### src/rtl/cntr_seq_pkg.sv
// Shared definitions for the counter sequencer: FSM state type and
// default widths for the counter and the repeat field.
package cntr_seq_pkg;

  localparam int unsigned CNT_W_DEF  = 4;
  localparam int unsigned REPS_W_DEF = 2;

  typedef enum logic [2:0] {
    ST_IDLE,
    ST_LOAD,
    ST_RUN,
    ST_HOLD,
    ST_DONE
  } state_t;

endpackage

### src/rtl/cntr_seq_core.sv
// CNT_W-bit up/down counter with synchronous load and count enable.
// Load has priority over enable; stepping wraps modulo 2^CNT_W.
module cntr_seq_core
  import cntr_seq_pkg::*;
#(
  parameter int unsigned CNT_W = CNT_W_DEF
) (
  input  logic             clk,
  input  logic             reset_n,
  input  logic             load,
  input  logic             en,
  input  logic             up_dnb,
  input  logic [CNT_W-1:0] load_val,
  output logic [CNT_W-1:0] cnt
);

  localparam logic [CNT_W-1:0] ONE = {{(CNT_W-1){1'b0}}, 1'b1};

  // Counter register: load, else step in the selected direction, else hold.
  always_ff @(posedge clk or negedge reset_n) begin
    if (!reset_n) begin
      cnt <= '0;
    end else if (load) begin
      cnt <= load_val;
    end else if (en) begin
      cnt <= up_dnb ? (cnt + ONE) : (cnt - ONE);
    end
  end

endmodule

### src/rtl/cntr_seq_ctrl.sv
// Counter sequencer: accepts a command (start, end, direction, repeat
// count), then runs reps+1 passes of the counter from start to end.
// Supports pause (freeze via HOLD) and abort (drop back to IDLE).
module cntr_seq_ctrl
  import cntr_seq_pkg::*;
#(
  parameter int unsigned CNT_W  = CNT_W_DEF,
  parameter int unsigned REPS_W = REPS_W_DEF
) (
  input  logic              clk,
  input  logic              reset_n,
  input  logic              cmd_valid,
  output logic              cmd_ready,
  input  logic [CNT_W-1:0]  cmd_start,
  input  logic [CNT_W-1:0]  cmd_end,
  input  logic              cmd_up_dnb,
  input  logic [REPS_W-1:0] cmd_reps,
  input  logic              pause,
  input  logic              abort,
  output logic [CNT_W-1:0]  cnt,
  output logic              busy,
  output logic              tc,
  output logic              done
);

  localparam logic [REPS_W-1:0] REPS_ONE = {{(REPS_W-1){1'b0}}, 1'b1};

  state_t              state, state_nx;
  logic [CNT_W-1:0]    start_q, end_q;
  logic                up_q;
  logic [REPS_W-1:0]   reps_q;
  logic [REPS_W-1:0]   pass_cnt;

  logic                capture;
  logic                pass_inc;
  logic                core_load;
  logic                core_en;

  cntr_seq_core #(
    .CNT_W (CNT_W)
  ) u_core (
    .clk      (clk),
    .reset_n  (reset_n),
    .load     (core_load),
    .en       (core_en),
    .up_dnb   (up_q),
    .load_val (start_q),
    .cnt      (cnt)
  );

  // State register.
  always_ff @(posedge clk or negedge reset_n) begin
    if (!reset_n) begin
      state <= ST_IDLE;
    end else begin
      state <= state_nx;
    end
  end

  // Command capture; values stay frozen until the next accepted command.
  always_ff @(posedge clk or negedge reset_n) begin
    if (!reset_n) begin
      start_q <= '0;
      end_q   <= '0;
      up_q    <= 1'b0;
      reps_q  <= '0;
    end else if (capture) begin
      start_q <= cmd_start;
      end_q   <= cmd_end;
      up_q    <= cmd_up_dnb;
      reps_q  <= cmd_reps;
    end
  end

  // Completed-pass counter, cleared when a command is accepted.
  always_ff @(posedge clk or negedge reset_n) begin
    if (!reset_n) begin
      pass_cnt <= '0;
    end else if (capture) begin
      pass_cnt <= '0;
    end else if (pass_inc) begin
      pass_cnt <= pass_cnt + REPS_ONE;
    end
  end

  // Next-state and control decode; priority abort > pause > compare > step.
  always_comb begin
    state_nx  = state;
    capture   = 1'b0;
    pass_inc  = 1'b0;
    core_load = 1'b0;
    core_en   = 1'b0;
    tc        = 1'b0;
    done      = 1'b0;
    unique case (state)
      ST_IDLE: begin
        if (cmd_valid) begin
          capture  = 1'b1;
          state_nx = ST_LOAD;
        end
      end
      ST_LOAD: begin
        if (abort) begin
          state_nx = ST_IDLE;
        end else begin
          core_load = 1'b1;
          state_nx  = ST_RUN;
        end
      end
      ST_RUN: begin
        if (abort) begin
          state_nx = ST_IDLE;
        end else if (pause) begin
          state_nx = ST_HOLD;
        end else if (cnt == end_q) begin
          tc = 1'b1;
          if (pass_cnt == reps_q) begin
            state_nx = ST_DONE;
          end else begin
            core_load = 1'b1;
            pass_inc  = 1'b1;
          end
        end else begin
          core_en = 1'b1;
        end
      end
      ST_HOLD: begin
        if (abort) begin
          state_nx = ST_IDLE;
        end else if (!pause) begin
          state_nx = ST_RUN;
        end
      end
      ST_DONE: begin
        done     = 1'b1;
        state_nx = ST_IDLE;
      end
      default: state_nx = ST_IDLE;
    endcase
  end

  assign cmd_ready = (state == ST_IDLE);
  assign busy      = (state != ST_IDLE);

endmodule

### config.mk
export PLATFORM = sky130hd
export DESIGN_NAME = cntr_seq_ctrl
export DESIGN_NICKNAME = d
export VERILOG_FILES = /design/src/rtl/cntr_seq_pkg.sv /design/src/rtl/cntr_seq_core.sv /design/src/rtl/cntr_seq_ctrl.sv
export SDC_FILE = /design/constraint.sdc
export NUM_CORES = 1
export LEC_CHECK = 0
export ABC_AREA = 1
export BUFFER_PORTS_ARGS = -buffer_cell sky130_fd_sc_hd__buf_4
export CAP_MARGIN = 20
export CORE_UTILIZATION = 58
export DETAILED_ROUTE_END_ITERATION = 8
export PLACE_DENSITY = 0.84
export SLEW_MARGIN = 5
export SYNTH_ARGS = -nofsm -noshare
export SYNTH_HDL_FRONTEND = slang
export SYNTH_SLANG_ARGS = --single-unit
### constraint.sdc
create_clock -name clk -period 2.4 [get_ports clk]
set_input_delay 0.12 -clock clk [delete_from_list [all_inputs] [get_ports clk]]
set_output_delay 0.12 -clock clk [all_outputs]
set_load 0.05 [all_outputs]
==> results of run 1 <==
[final cells by class]
| type | instances | area (um2) | share of cell area |
|---|---|---|---|
| multi-input cells | 119 | 637 | 0.427 |
| flip-flops and latches | 20 | 500 | 0.336 |
| repair buffers | 25 | 190 | 0.128 |
| inverters | 28 | 106 | 0.0714 |
| well taps | 27 | 33.8 | 0.0227 |
| clock buffers | 3 | 22.5 | 0.0151 |
[cells by family (layout without fill, tap and decap cells)]
family          after synthesis  count (layout)  synth area share
fa+ha+maj                     3               3            0.0359
flops                        20              20             0.399
buf+inv                      30              56            0.0928
compound gates               14              14            0.0579
simple gates                 98              98             0.386
xor+xnor                      4               4            0.0279
[placed cells by master, fill, tap and decap left out]
master         count
nand2_2            2
nor2_1            12
a21boi_1           1
nand2_1           58
nand2_4            4
clkbuf_4           3
a21oi_1            3
xnor2_1            1
dfrtp_1           20
xor2_1             3
nor3_1             3
nor2_4             1
nand3_4            1
o21ai_1            2
dlygate4sd3_1      1
nor2_2             2
o21ai_0            8
nand4_1            5
buf_4             24
nand3_1            7
inv_1             20
ha_1               2
inv_2              7
nand3_2            1
nor2_8             1
nand3b_2           1
clkinv_2           1
fa_1               1
[routing by layer]
layer  vias up  routed length (um)  global-route usage
met5         -                   0                   0
met4         0                  38              0.0588
met3         6                  80              0.0377
met2        17                1230               0.439
met1       482                1120               0.302
li1        576                   -                   -
[Yosys cell counts, types with 3 or more instances]
library cell / instances / area, um2
nand3_1: 7 / 35.0
o21ai_0: 8 / 40.0
dfrtp_1: 20 / 500
inv_2: 7 / 26.3
nand4_1: 5 / 31.3
nor2_1: 12 / 45.0
nand2_4: 4 / 45.0
inv_1: 20 / 75.1
xor2_1: 3 / 26.3
nand2_1: 58 / 218
a21oi_1: 3 / 15.0
nor3_1: 3 / 15.0
[report_power, final]
group	leakage, nW	internal (mW)	switching, mW
Sequential	0.251	0.479	0.142
Combinational	0.581	0.391	0.727
Clock	0.0138	0.0585	0.0946
[worst max path at each step]
stage                                            to
after global routing                             tc
after global placement    u_core.cnt[3]$_DFFE_PN0P_
after detailed placement  u_core.cnt[3]$_DFFE_PN0P_
after floorplan                                  tc
final                                            tc
after CTS                                        tc
[sequential cells by signal (all words and copies together), names as in the netlist]
| register | flops |
|---|---|
| u_core.cnt | 4 |
| pass_cnt | 2 |
| reps_q | 2 |
| up_q | 1 |
| state | 3 |
| end_q | 4 |
| start_q | 4 |
[what timing repair did]
action	CTS	global route
hold buffers	1	0
hold endpoints to repair	20	0
resized for setup	0	0
[worst max-delay path, delay by kind of cell (launching register included)]
kind	cells	cell delay (ns)
buffers and inverters	2	0.27
flip-flops	1	0.49
AND/OR/NAND/NOR	5	0.51
[stage by stage]
step / hold slack (ns) / total power [mW] / area (um2) / instances / util
after floorplan: -0.176 / 1.46 / 1250 / 169 / -
after global placement: 0.0123 / 1.70 / 1460 / 218 / 0.728
after global routing: 0.0197 / 2.08 / 1490 / 222 / 0.744
after CTS: 0.0104 / 1.90 / 1490 / 222 / 0.744
after detailed placement: 0.0144 / 1.74 / 1460 / 218 / 0.728
final: 0.0152 / 1.89 / 1490 / 222 / 0.744
==> flow_summary.toml, run 1 <==
[sta]
timing.fmax_ghz = 0.595
finalWorstSetupSlack_ns = 0.720
finalCritPeriodShare = 0.700
relSlewSlack = 0.833
rsz0062_at_grt = "false"
setup_violations = 0
tightest_slew_ns = 0.249
hold_viol_final = 0
slew_violations = 0
skew_ns = 0.00310
finalCriticalPeriod_ns = 1.68
tns_ns = 0

[grt]
grt_max_degree = 21
first_global_vias = 1082
grt_overflow = 0
antenna_found_initial = 0
track_usage = 0.243
grt_pass1_wl_um = 4440

[power]
p_per_area_nw_per_um2 = 1270
peakVddDrop_uv = 745
leakage_nw = 0.846

[cts]
htreeDepth = 1
cts.path.max_buffers = 2
clkLatencyLatePin_ns = 0.30
cts_tree = "yes"
clkSinkCount = 20
root_buffer = "clkbuf_4"
clkSlewWorstSetupHoldPaths_ns = 0.10
cts_setup_buffers = 0
numCtsBuffers = 3

[synthesis]
syn_inst = 169
synth_area_um2 = 1250
ys.flop_type = "dfrtp_1"
async_reset_ff_frac = 1.00
synth_edf_count = 0
yosysWarnings = 0
synth_seq_area_share = 0.399
syn_avg_cell_area_um2 = 7.42
syn-num-nets = 188
yosysUniqueCellTypes = 26
synth-seq-cells = 20

[routing]
vias_per_cell = 4.87
drcViolationCount = 0
wire_per_inst_um = 11.1
ant_nets = 0
vias = 1081
drtPass1Iterations = 4
drtIter0Drc = 18
drt-total-wl_um = 2470

[floorplanning]
core-area_um2 = 2000
design.die.area_um2 = 2350
fp.dieW_um = 48.5
start_util = 0.626
core.rowCount = 16
io_pins = 24
die_y_um = 48.5

[layout]
drive_gt1_frac = 0.246
diodes = 0
nNetsFinal = 216
syn_to_final_growth_pct = 18.9
nFillCells = 155

[placed_design]
gp_congestion = 0.852
io_buffers = 23
detailedPlace.worstSlack_ns = 0.974
dp_hpwl_um = 1930

[min_path]
min_path_type = "in -> reg"
hold_end = "start_q[0]$_DFFE_PN0P_"
min_from = "cmd_start[0]"
hold_depth = 3

[worst_setup_path]
start_kind = "flip-flop"
cp-startpoint = "u_core.cnt[1]$_DFFE_PN0P_"
arrival_ns = 1.56
r2r.worst_path.cells = 7
critical-path-slowest-cell = "dfrtp_1"
cp-end-kind = "primary output"
reg2reg_from = "u_core.cnt[1]$_DFFE_PN0P_"
criticalPathCategory = "reg -> out"
r2r_end = "u_core.cnt[3]$_DFFE_PN0P_"
crit_chain = "inv_1 -> nand2_1 -> nand2_1 -> nor2_1 -> nand2_2 -> nor2_1 -> buf_4"
cp_max_fo = 6
cpPeakStageDelay_ns = 0.49
critPathRequiredTime_ns = 2.28
r2r_setup_slack_ns = 0.92

[job]
maxCapViolCount = 0

[run_status]
outcome = "finished clean"
Power figures use the tool's default switching activity.
==> run 2, diff against run 1 <==
Settings changed: CORE_UTILIZATION 58 to 54, PLACE_DENSITY 0.84 to 0.79.
Clock period 2.4 ns to 1.6 ns, I/O delays scaled along.
==> run 2 against run 1 <==
  * First-iteration DRC count increased by 100%
  * Cell area increased by 13%
  * Clock-buffer cell count increased by 1
  * Non-clock buffer count increased by 17
  * Register-to-register slack got worse by 0.83 ns
  * Combinational power increased by 72%
  * Critical path type is now reg -> reg
  * Clock skew increased by 0.0015 ns
  * Worst hold slack improved by 0.11 ns
  * Sequential power increased by 46%
==> flow_summary.toml, run 2 (synthesized netlist as in run 1, its figures left out) <==
[floorplanning]
design.die.area_um2 = 2520
start_util = 0.572
core.rowCount = 17
die_y_um = 50.2
fp.dieW_um = 50.2
core-area_um2 = 2190
io_pins = 24

[power]
leakage_nw = 0.932
peakVddDrop_uv = 1040
clkPwrFrac = 0.097
p_per_area_nw_per_um2 = 1860
p_int_mw = 1.60
p_sw_mw = 1.54
total_power_mw = 3.14
share_comb_of_total_power = 0.613
seqPwrFrac = 0.289
switching_share = 0.491

[min_path]
hold_depth = 4
hold_end = "state[2]$_DFFE_PN0P_"
min_from = "pause"
min_path_type = "in -> reg"

[sta]
hold_ws_ns = 0.124
timing.fmax_ghz = 0.663
setup_violations = 0
tns_ns = 0
hold_viol_final = 0
skew_ns = 0.00465
slew_violations = 0
finalWorstSetupSlack_ns = 0.0915
finalCriticalPeriod_ns = 1.51
tightest_slew_ns = 0.271
relSlewSlack = 0.820
finalCritPeriodShare = 0.943

[placed_design]
placed_cells = 219
gp_congestion = 0.876
io_buffers = 23
detailedPlace.worstSlack_ns = 0.199
placedInstanceArea_um2 = 1480
dp_hpwl_um = 1990

[routing]
wl_met1_um = 1270
wl_met3_um = 78
ant_nets = 0
drcViolationCount = 0
drtIter0Drc = 36
drt-total-wl_um = 2840
highest_layer = "met4"
vias_per_cell = 4.83
dr_wl_met2_um = 1440
wire_per_inst_um = 11.8
drtPass1Iterations = 4
vias = 1164

[cts]
root_buffer = "clkbuf_4"
cts_tree = "yes"
clkLatencyLatePin_ns = 0.31
cts.path.max_buffers = 2
clkSinkCount = 20
clkSlewWorstSetupHoldPaths_ns = 0.12
htreeDepth = 1
numCtsBuffers = 3

[layout]
nNetsFinal = 233
final_core_util = 0.771
layout_common_cells = "nand2_1 (58), buf_4 (28), inv_1 (20)"
syn_to_final_growth_pct = 34.7
final_common_cell = "nand2_1"
diodes = 0
finalInstanceArea_um2 = 1690
top_regs = "end_q x4, start_q x4, u_core.cnt x4"
final_cells = 241
drive_gt1_frac = 0.282

[grt]
grt_max_degree = 21
first_global_vias = 1165
antenna_found_initial = 0
grt_overflow = 0
track_usage = 0.261
grt_pass1_wl_um = 4880

[worst_setup_path]
arrival_ns = 1.72
r2r.worst_path.cells = 6
start_kind = "flip-flop"
reg2reg_from = "u_core.cnt[0]$_DFFE_PN0P_"
criticalPathCategory = "reg -> reg"
critPathRequiredTime_ns = 1.81
cp-startpoint = "u_core.cnt[0]$_DFFE_PN0P_"
r2r_end = "u_core.cnt[1]$_DFFE_PN0P_"
cp-end-kind = "flip-flop"
cp_max_fo = 6
r2r_setup_slack_ns = 0.09

[job]
maxCapViolCount = 0

[run_status]
outcome = "finished clean"
-- run 2: cell count changes in the layout (fill, tap and decap cells not counted), sizes merged --
cell	change
buf	+6
clkbuf	+1
dlygate4sd3	+11
-- run 2: worst max-delay path by stage --
stage / to / slack, ns / cells past startpoint
after floorplan: tc / -0.004 / 6
after global placement: u_core.cnt[3]$_DFFE_PN0P_ / 0.23 / 8
after detailed placement: u_core.cnt[1]$_DFFE_PN0P_ / 0.20 / 10
after CTS: tc / 0.003 / 7
after global routing: tc / -0.005 / 7
final: u_core.cnt[1]$_DFFE_PN0P_ / 0.09 / 6
-- run 2: layer usage --
| metal | up-vias | track usage |
|---|---|---|
| li1 | 609 | - |
| met1 | 526 | 0.326 |
| met2 | 22 | 0.451 |
| met3 | 7 | 0.0394 |
| met4 | 0 | 0.100 |
| met5 | - | 0 |
-- run 2: repair_timing --
action,4_1_cts,5_1_grt
hold endpoints to repair,31,0
pin swaps,0,1
buffers inserted,2,4
gates resized for setup,0,2
endpoints found under the setup margin,1,1
hold buffers,12,0
-- run 2: cell type report --
type | instances | area [um2]
fillers | 158 | 502
multi-input cells | 119 | 647
well taps | 28 | 35.0
clock buffers | 4 | 36.3
repair buffers | 42 | 362
inverters | 28 | 106
flip-flops and latches | 20 | 503
-- run 2: power by group through the flow --
stage	sequential, mW	clock (mW)	combinational (mW)
after floorplan	1.07	0	1.14
after global placement	0.935	0	1.66
after detailed placement	0.950	0	1.72
after CTS	0.919	0.306	1.81
after global routing	0.939	0.327	2.12
final	0.908	0.305	1.93
-- run 2: worst max-delay path, cell delays in order (launching register included) --
cell and delay (ns):
dfrtp_2 0.46, buf_4 0.15, fa_1 0.50, nand3_1 0.11, nand3_1 0.07, nand2_1 0.08
nand2_1 0.05
==> run 3, diff against run 2 <==
Settings changed: CELL_PAD_IN_SITES_DETAIL_PLACEMENT set to 0, CELL_PAD_IN_SITES_GLOBAL_PLACEMENT set to 1, CORE_UTILIZATION 54 to 39, SLEW_MARGIN 5 to 10.
Clock period 1.6 ns to 1.64 ns, I/O delays scaled along.
==> run 3 against run 2 <==
  * Routed wire length shrank 6.5%
  * Final cell count grew 5.0%
  * Worst setup slack gained 0.047 ns
  * Sequential share of layout area grew 0.55 points
  * Clock power shrank 21%
  * Combinational power shrank 11%
  * Global-route usage shrank 9.2 points
  * Register-to-register slack gained 0.098 ns
  * Critical path type is now reg -> out
  * Critical endpoint is now tc
  * Largest cell class unchanged
  * Largest power group unchanged
==> flow_summary.toml, run 3 (synthesized netlist as in run 1, its figures left out) <==
[sta]
timing.fmax_ghz = 0.666
slew_violations = 0
finalWorstSetupSlack_ns = 0.139
hold_viol_final = 0
tightest_slew_ns = 0.268
finalCriticalPeriod_ns = 1.50
skew_ns = 0.0128
tns_ns = 0
relSlewSlack = 0.820
finalCritPeriodShare = 0.915
setup_violations = 0
rsz0062_at_grt = "false"

[worst_setup_path]
arrival_ns = 1.42
cpPeakStageDelay_ns = 0.44
worst_path_dominant_cell_family = "simple AND/OR/NAND/NOR gates"
r2r_setup_slack_ns = 0.19
critical-path-slowest-cell = "dfrtp_1"
critPathMostFrequentCell = "nand2_1"
crit_chain = "inv_1 -> nand2_1 -> nand2_1 -> nor2_1 -> nand2_2 -> nor2_2 -> buf_6"
criticalPathCategory = "reg -> out"
cp_max_fo = 5
critPathRequiredTime_ns = 1.56
cp_num_buf_inv = 2
start_kind = "flip-flop"
r2r.worst_path.cells = 8
cp.depth = 7
cp-end-kind = "primary output"

[routing]
vias_per_cell = 4.48
drtIter0Drc = 32
vias = 1134
drt-total-wl_um = 2660
ant_nets = 0
drcViolationCount = 0
drtPass1Iterations = 4
wire_per_inst_um = 10.5

[power]
seqPwrFrac = 0.318
clkPwrFrac = 0.084
p_sw_mw = 1.43
switching_share = 0.497
leakage_nw = 0.904
p_per_area_nw_per_um2 = 1730
p_int_mw = 1.45
peakVddDrop_uv = 580
share_comb_of_total_power = 0.598

[grt]
grt_pass1_wl_um = 4420
grt_overflow = 0
grt_max_degree = 21
first_global_vias = 1053
track_usage = 0.169
antenna_found_initial = 0

[min_path]
hold_depth = 4
min_path_type = "in -> reg"

[layout]
top_regs = "end_q x4, start_q x4, u_core.cnt x4"
final_common_cell = "nand2_1"
final_core_util = 0.545
layout_common_cells = "nand2_1 (58), buf_4 (24), inv_1 (20)"
diodes = 0
nNetsFinal = 229
drive_gt1_frac = 0.258
finalInstanceArea_um2 = 1660
final_cells = 253
syn_to_final_growth_pct = 32.6

[cts]
cts.path.max_buffers = 2
root_buffer = "clkbuf_4"
clkSinkCount = 20
clkSlewWorstSetupHoldPaths_ns = 0.12
htreeDepth = 1
numCtsBuffers = 3
clkLatencyLatePin_ns = 0.30
cts_tree = "yes"

[floorplanning]
die_y_um = 58.7
fp.dieW_um = 58.7
core.rowCount = 20
start_util = 0.411
design.die.area_um2 = 3450
core-area_um2 = 3050
io_pins = 24

[placed_design]
detailedPlace.worstSlack_ns = 0.212
gp_congestion = 0.853
dp_hpwl_um = 1940
placed_cells = 235
placedInstanceArea_um2 = 1500
io_buffers = 23

[run_status]
outcome = "finished clean"

[job]
maxCapViolCount = 0
## run 3: worst min-delay path: stages
cell	delay (ns)
buf_4	0.10
nor2_1	0.04
nand4_1	0.10
nand2_1	0.06
## run 3: power by group through the flow
stage / clock network (mW) / registers, mW / logic, mW
finish: 0.242 / 0.914 / 1.72
global route: 0.275 / 0.945 / 1.92
CTS: 0.261 / 0.911 / 1.69
floorplan: 0 / 1.04 / 1.11
detailed placement: 0 / 0.922 / 1.66
global placement: 0 / 0.910 / 1.64
## run 3: worst paths after layout
path	startpoint	to
min	abort	state[0]$_DFFE_PN0P_
min reg2reg	start_q[3]$_DFFE_PN0P_	start_q[3]$_DFFE_PN0P_
max in group asynchronous	reset_n	u_core.cnt[1]$_DFFE_PN0P_
min in group asynchronous	reset_n	state[2]$_DFFE_PN0P_
max	u_core.cnt[2]$_DFFE_PN0P_	tc
max reg2reg	up_q$_DFFE_PN0P_	u_core.cnt[3]$_DFFE_PN0P_
## run 3: cell type report
cell class                 instances  area (um2)
fill                             299        1390
clock buffer                       4        26.3
multi-input combinational        119         639
sequential                        20         504
tap                               44        55.1
timing repair buffer              38         332
inverter                          28         106
## run 3: per-stage QoR
| stage | power (mW) | hold WS (ns) |
|---|---|---|
| 2_1_floorplan | 2.15 | -0.214 |
| 3_3_place_gp | 2.55 | -0.0198 |
| 3_5_place_dp | 2.58 | -0.0160 |
| 4_1_cts | 2.87 | 0.0905 |
| 5_1_grt | 3.14 | 0.0970 |
| 6_report | 2.88 | 0.104 |
## run 3: timing repair
item / 4_1_cts / 5_1_grt
setup buffers: 0 / 2
pin swaps: 0 / 1
setup endpoints to repair: 1 / 1
hold buffers: 12 / 0
hold endpoints to repair: 31 / 0
gates resized for setup: 1 / 2
## run 3: layer usage
metal | wire, um | track usage
met2 | 1290 | 0.292
met4 | 18 | 0.0612
met1 | 1290 | 0.219
met5 | 0 | 0
met3 | 59 | 0.0198
